[config.mk]
export PLATFORM = sky130hd
export DESIGN_NAME = dmem_stream_master
export DESIGN_NICKNAME = d
export VERILOG_FILES = /design/src/rtl/dmem_stream_master_pkg.sv /design/src/rtl/dmem_stream_master_addr_gen.sv /design/src/rtl/dmem_stream_master.sv
export SDC_FILE = /design/constraint.sdc
export NUM_CORES = 1
export LEC_CHECK = 0
export CAP_MARGIN = 15
export CORE_UTILIZATION = 43
export CTS_CLUSTER_DIAMETER = 40
export DETAILED_ROUTE_END_ITERATION = 10
export GPL_ROUTABILITY_DRIVEN = 1
export PLACE_DENSITY = 0.82
export REMOVE_ABC_BUFFERS = 1
export SLEW_MARGIN = 40
export SYNTH_ARGS = -nofsm -noshare
export SYNTH_HDL_FRONTEND = slang
export SYNTH_SLANG_ARGS = --single-unit
[constraint.sdc]
create_clock -name clk -period 3.51 [get_ports clk]
set_input_delay 0.351 -clock clk [delete_from_list [all_inputs] [get_ports clk]]
set_output_delay 0.351 -clock clk [all_outputs]
set_load 0.1 [all_outputs]
[src/rtl/dmem_stream_master_pkg.sv]
// Shared definitions for the data-memory stream master: FSM encoding and
// memory geometry constants.
package dmem_stream_master_pkg;

  localparam int WORD_BYTES = 4;
  localparam int MEM_WORDS  = 1024;

  typedef enum logic [2:0] {
    S_IDLE  = 3'd0,
    S_READ  = 3'd1,
    S_WRITE = 3'd2,
    S_DRAIN = 3'd3,
    S_DONE  = 3'd4
  } state_t;

endpackage

[src/rtl/dmem_stream_master_addr_gen.sv]
// Address/count bookkeeping for a run: loadable word address register that
// steps by one word, and a remaining-word down-counter with a last-word flag.
module dmem_stream_master_addr_gen
  import dmem_stream_master_pkg::*;
#(
  parameter int ADDR_W = 64,
  parameter int CNT_W  = 11
) (
  input  logic              clk,
  input  logic              rst,
  input  logic              i_load,
  input  logic [ADDR_W-1:0] i_base,
  input  logic [CNT_W-1:0]  i_count,
  input  logic              i_step,
  output logic [ADDR_W-1:0] o_cur,
  output logic              o_last
);

  logic [ADDR_W-1:0] r_cur;
  logic [CNT_W-1:0]  r_rem;

  // Load on command accept, otherwise advance one word per transfer.
  // The address wraps at full ADDR_W width with no saturation.
  always_ff @(posedge clk or posedge rst) begin
    if (rst) begin
      r_cur <= '0;
      r_rem <= '0;
    end else if (i_load) begin
      r_cur <= i_base;
      r_rem <= i_count;
    end else if (i_step) begin
      r_cur <= r_cur + ADDR_W'(WORD_BYTES);
      r_rem <= r_rem - CNT_W'(1);
    end
  end

  assign o_cur  = r_cur;
  assign o_last = (r_rem == CNT_W'(1));

endmodule

[src/rtl/dmem_stream_master.sv]
// Initiator for the data-memory port. Walks a run of consecutive words,
// streaming them out (read run) or absorbing them (write run).
//
// Handshakes: every channel (cmd, rd, wr) transfers on a rising clock edge
// where valid and ready are both high. The initiator never withdraws valid
// or alters data while valid is high and ready is low; ready may be asserted
// independently of valid.
module dmem_stream_master
  import dmem_stream_master_pkg::*;
#(
  parameter int ADDR_W = 64,
  parameter int DATA_W = 32,
  parameter int CNT_W  = 11
) (
  input  logic              clk,
  input  logic              Reset,
  input  logic              cmd_valid,
  output logic              cmd_ready,
  input  logic              cmd_write,
  input  logic [ADDR_W-1:0] cmd_base,
  input  logic [CNT_W-1:0]  cmd_count,
  output logic [DATA_W-1:0] rd_data,
  output logic              rd_valid,
  input  logic              rd_ready,
  input  logic [DATA_W-1:0] wr_data,
  input  logic              wr_valid,
  output logic              wr_ready,
  output logic [ADDR_W-1:0] Address,
  output logic [DATA_W-1:0] WriteData,
  output logic              MemWrite,
  output logic              MemRead,
  input  logic [DATA_W-1:0] ReadData,
  output logic              done,
  output state_t            dbg_state
);

  state_t            r_state;
  logic [DATA_W-1:0] r_rd_data;
  logic              r_rd_valid;

  logic              w_load;
  logic              w_cap;
  logic              w_wr_step;
  logic              w_step;
  logic              w_last;
  logic [ADDR_W-1:0] w_cur;
  logic [ADDR_W-1:0] w_base_aligned;

  // Command accept, read capture (output slot free or being emptied) and
  // write transfer are the only events that move the address generator.
  assign w_load         = (r_state == S_IDLE) && cmd_valid;
  assign w_cap          = (r_state == S_READ) && (!r_rd_valid || rd_ready);
  assign w_wr_step      = (r_state == S_WRITE) && wr_valid;
  assign w_step         = w_cap || w_wr_step;
  assign w_base_aligned = {cmd_base[ADDR_W-1:2], 2'b00};

  dmem_stream_master_addr_gen #(
    .ADDR_W (ADDR_W),
    .CNT_W  (CNT_W)
  ) u_addr_gen (
    .clk     (clk),
    .rst     (Reset),
    .i_load  (w_load),
    .i_base  (w_base_aligned),
    .i_count (cmd_count),
    .i_step  (w_step),
    .o_cur   (w_cur),
    .o_last  (w_last)
  );

  // Control FSM plus the registered read-data slot. A capture always wins
  // over a drain of the slot on the same edge.
  always_ff @(posedge clk or posedge Reset) begin
    if (Reset) begin
      r_state    <= S_IDLE;
      r_rd_data  <= '0;
      r_rd_valid <= 1'b0;
    end else begin
      if (w_cap) begin
        r_rd_data  <= ReadData;
        r_rd_valid <= 1'b1;
      end else if (rd_ready) begin
        r_rd_valid <= 1'b0;
      end

      case (r_state)
        S_IDLE: begin
          if (cmd_valid) begin
            if (cmd_count == '0) r_state <= S_DONE;
            else if (cmd_write)  r_state <= S_WRITE;
            else                 r_state <= S_READ;
          end
        end
        S_READ: begin
          if (w_cap && w_last) r_state <= S_DRAIN;
        end
        S_DRAIN: begin
          if (!r_rd_valid || rd_ready) r_state <= S_DONE;
        end
        S_WRITE: begin
          if (wr_valid && w_last) r_state <= S_DONE;
        end
        S_DONE: begin
          r_state <= S_IDLE;
        end
        default: begin
          r_state <= S_IDLE;
        end
      endcase
    end
  end

  assign cmd_ready = (r_state == S_IDLE);
  assign wr_ready  = (r_state == S_WRITE);
  assign MemRead   = (r_state == S_READ);
  assign MemWrite  = w_wr_step;
  assign Address   = ((r_state == S_READ) || (r_state == S_WRITE)) ? w_cur : '0;
  assign WriteData = (r_state == S_WRITE) ? wr_data : '0;
  assign done      = (r_state == S_DONE);
  assign rd_data   = r_rd_data;
  assign rd_valid  = r_rd_valid;
  assign dbg_state = r_state;

endmodule

==> key figures <==
Status
  – Outcome: finished, final reports clean

Clocking
  – Htree depth: 3
  – CTS clk-pin slew, worst paths: 0.07 ns
  – Post-CTS setup buffers: 0
  – Bufs on Longest Clock Path: 2
  – Total CTS buffers: 9
  – CTS tree: built
  – Clock Latency Late Sink: 0.35 ns
  – CTS sink count: 109
  – Root buffer cell: clkbuf_16
  – CTS Hold Buffers Added: 0
  – Resize count post-CTS: 0

GRT
  – Grt ovf: 0
  – First-pass GRT wire length: 29170 microns
  – Global Route Usage Sum: 25.26%
  – Vias in the first global route: 5723
  – Largest net degree at the start of global routing: 77
  – Initial antenna violation count: 0

Synthesis
  – Synth warn: 0
  – Post-Syn Instances: 694
  – Syn Area/Cell: 9.038 sq um
  – Top cells by area, synth: dfrtp_1 43%, and2_1 9.4%, nor2_1 6.2%
  – Register area share after synthesis: 43.49%
  – Seq cells post-synth: 109
  – Top-area cell type share of the netlist area: 43.49%
  – Unique masters post-synth: 47
  – Post-Syn Area: 6272 sq um
  – Dominant cell type by area after synthesis: dfrtp_1

Critical path
  – Arr. time, crit path: 2.64 ns
  – Required time of the critical path: 3.16 ns
  – Crit path capture type: primary output
  – CP max FO: 35
  – CP Class: flip-flop to primary output
  – Startpoint Class: flip-flop

Floorplan
  – I/O pin total: 282
  – Die Ht: 122.8 microns
  – Starting density of the core: 44.67%
  – DIE AREA: 15070 sq um
  – Die Wd: 122.8 microns
  – # rows: 43
  – Core ar.: 14040 sq um

STA
  – Setup violations, final: 0
  – Worst-Margin Slew: 0.6578 ns
  – Tmin final: 2.991 ns
  – Final hold vios: 0
  – RSZ-0062 raised after global routing: no
  – Worst hold slack: 0.4425 ns
  – Clk_skew: 0.005145 ns
  – Worst rel slew slack: 55.81%
  – Fin crit share: 85.22%
  – Fmax: 334.3 MHz
  – Final Slew Violations: 0
  – Setup WS post-layout: 0.5189 ns

Drt
  – DR WL/cell: 16.42 microns
  – Drt total wl: 18680 microns
  – Via count: 5765
  – Drt pass-1 iters: 4
  – Vias per cell: 5.070
  – DRC Markers: 0
  – DR iter-0 viols: 382
  – Post-route ant nets: 0

Hold path
  – Hold Crit Class: input port to async pin

Final layout
  – Antenna Cells: 0
  – Commonest cells after routing, fill and taps aside: 142 x clkdlybuf4s50_1, 109 x dfrtp_1, 104 x nor2_1, 94 x and2_1, 76 x a21oi_1
  – Final Cell Area: 9499 sq um
  – Commonest non-fill, non-tap cell in the layout: clkdlybuf4s50_1
  – Layout cell share with drive strength beyond 1: 21.63%
  – Fin nets: 1100
  – Synth-to-layout area growth: 51.45%

Place
  – Dpl hpwl: 14110 microns
  – Area after DPL: 9186 sq um
  – Final GP Congestion: 0.8356
  – PortBufs: 277
  – Post-place setup slack: 0.7264 ns

Job
  – MaxCap Viol Count: 0
## stage by stage
step           TNS [ns]  utilization (%)  cells
2_1_floorplan   -306.62                -    658
3_3_place_gp          0            66.67   1121
3_5_place_dp          0            65.42   1121
4_1_cts               0            67.63   1137
5_1_grt               0            67.65   1137
6_report              0            67.65   1137
## layer usage
metal  up-vias  routed length, microns  GRT usage (%)
met3        15                    1365          7.110
met1      2721                    7813          32.13
met5         -                       0              0
met4         0                     168          5.793
li1       2846                       -              -
met2       183                    9327          42.42
## synthesized netlist by cell type (all sizes together)
cell    number
nor4b        3
nand2       39
or3          4
and2        94
clkbuf      25
buf         12
conb         1
nand2b       5
mux2        32
xor2        35
ha           3
and4         7
nor4        10
nand3       31
nor2       105
and3         8
nor3        18
dfrtp      109
o22a         2
or2b         2
o21bai       1
nor3b        2
a31oi        2
o22ai        2
o21ai        3
nand4       13
nand3b       1
nor2b        2
inv         10
a21oi       77
xnor2       34
nor4bb       1
or2          1
## critical path, stage by stage (launching register included)
cell and delay (ns):
dfrtp_1 0.55, or2b_1 0.34, a21oi_4 0.51, buf_4 0.39
and2_1 0.19, buf_4 0.29
## flip-flops by register name, indices dropped and copies added (netlist names)
name and count:
rd_data 32, u_addr_gen.r_rem 11, rd_valid 1, dbg_state 3, u_addr_gen.o_cur 62
## final cells by class
cell class / count / area [sq um]
clock buffers: 11 / 252.7
inverters: 10 / 42.54
well taps: 180 / 225.2
multi-input cells: 539 / 3363
clock inverters: 5 / 57.56
fillers: 1127 / 4543
flip-flops and latches: 109 / 2728
repair buffers: 283 / 2830
## kinds of logic (layout without fill, tap and decap cells)
logic type | after synthesis | count (layout) | share of synthesized area, %
AOI/OAI and AO/OA | 87 | 87 | 7.321
muxes | 32 | 32 | 5.745
DFF | 109 | 109 | 43.49
buffers and inverters | 47 | 309 | 3.252
and+or+nand+nor | 346 | 346 | 29.90
other | 1 | 2 | 0.05979
xor gates and xnor gates | 69 | 69 | 9.635
adders and majority gates | 3 | 3 | 0.5985
## path summary, 6_finish.rpt
path	from	depth (start not counted)	slack (ns)	to
worst max register to register	dbg_state[0]	7	0.87	u_addr_gen.o_cur[59]
worst max-delay path	dbg_state[0]	5	0.52	Address[28]
min in group clk	rd_data[29]	1	0.50	rd_data[29]
worst min-delay path	Reset	2	0.44	rd_data[31]
worst min register to register	rd_data[29]	1	0.50	rd_data[29]
max in group asynchronous	Reset	3	2.38	u_addr_gen.o_cur[30]
Power is not shown: default switching activity piles up to over one toggle a cycle in this logic, so the estimate is an artifact.
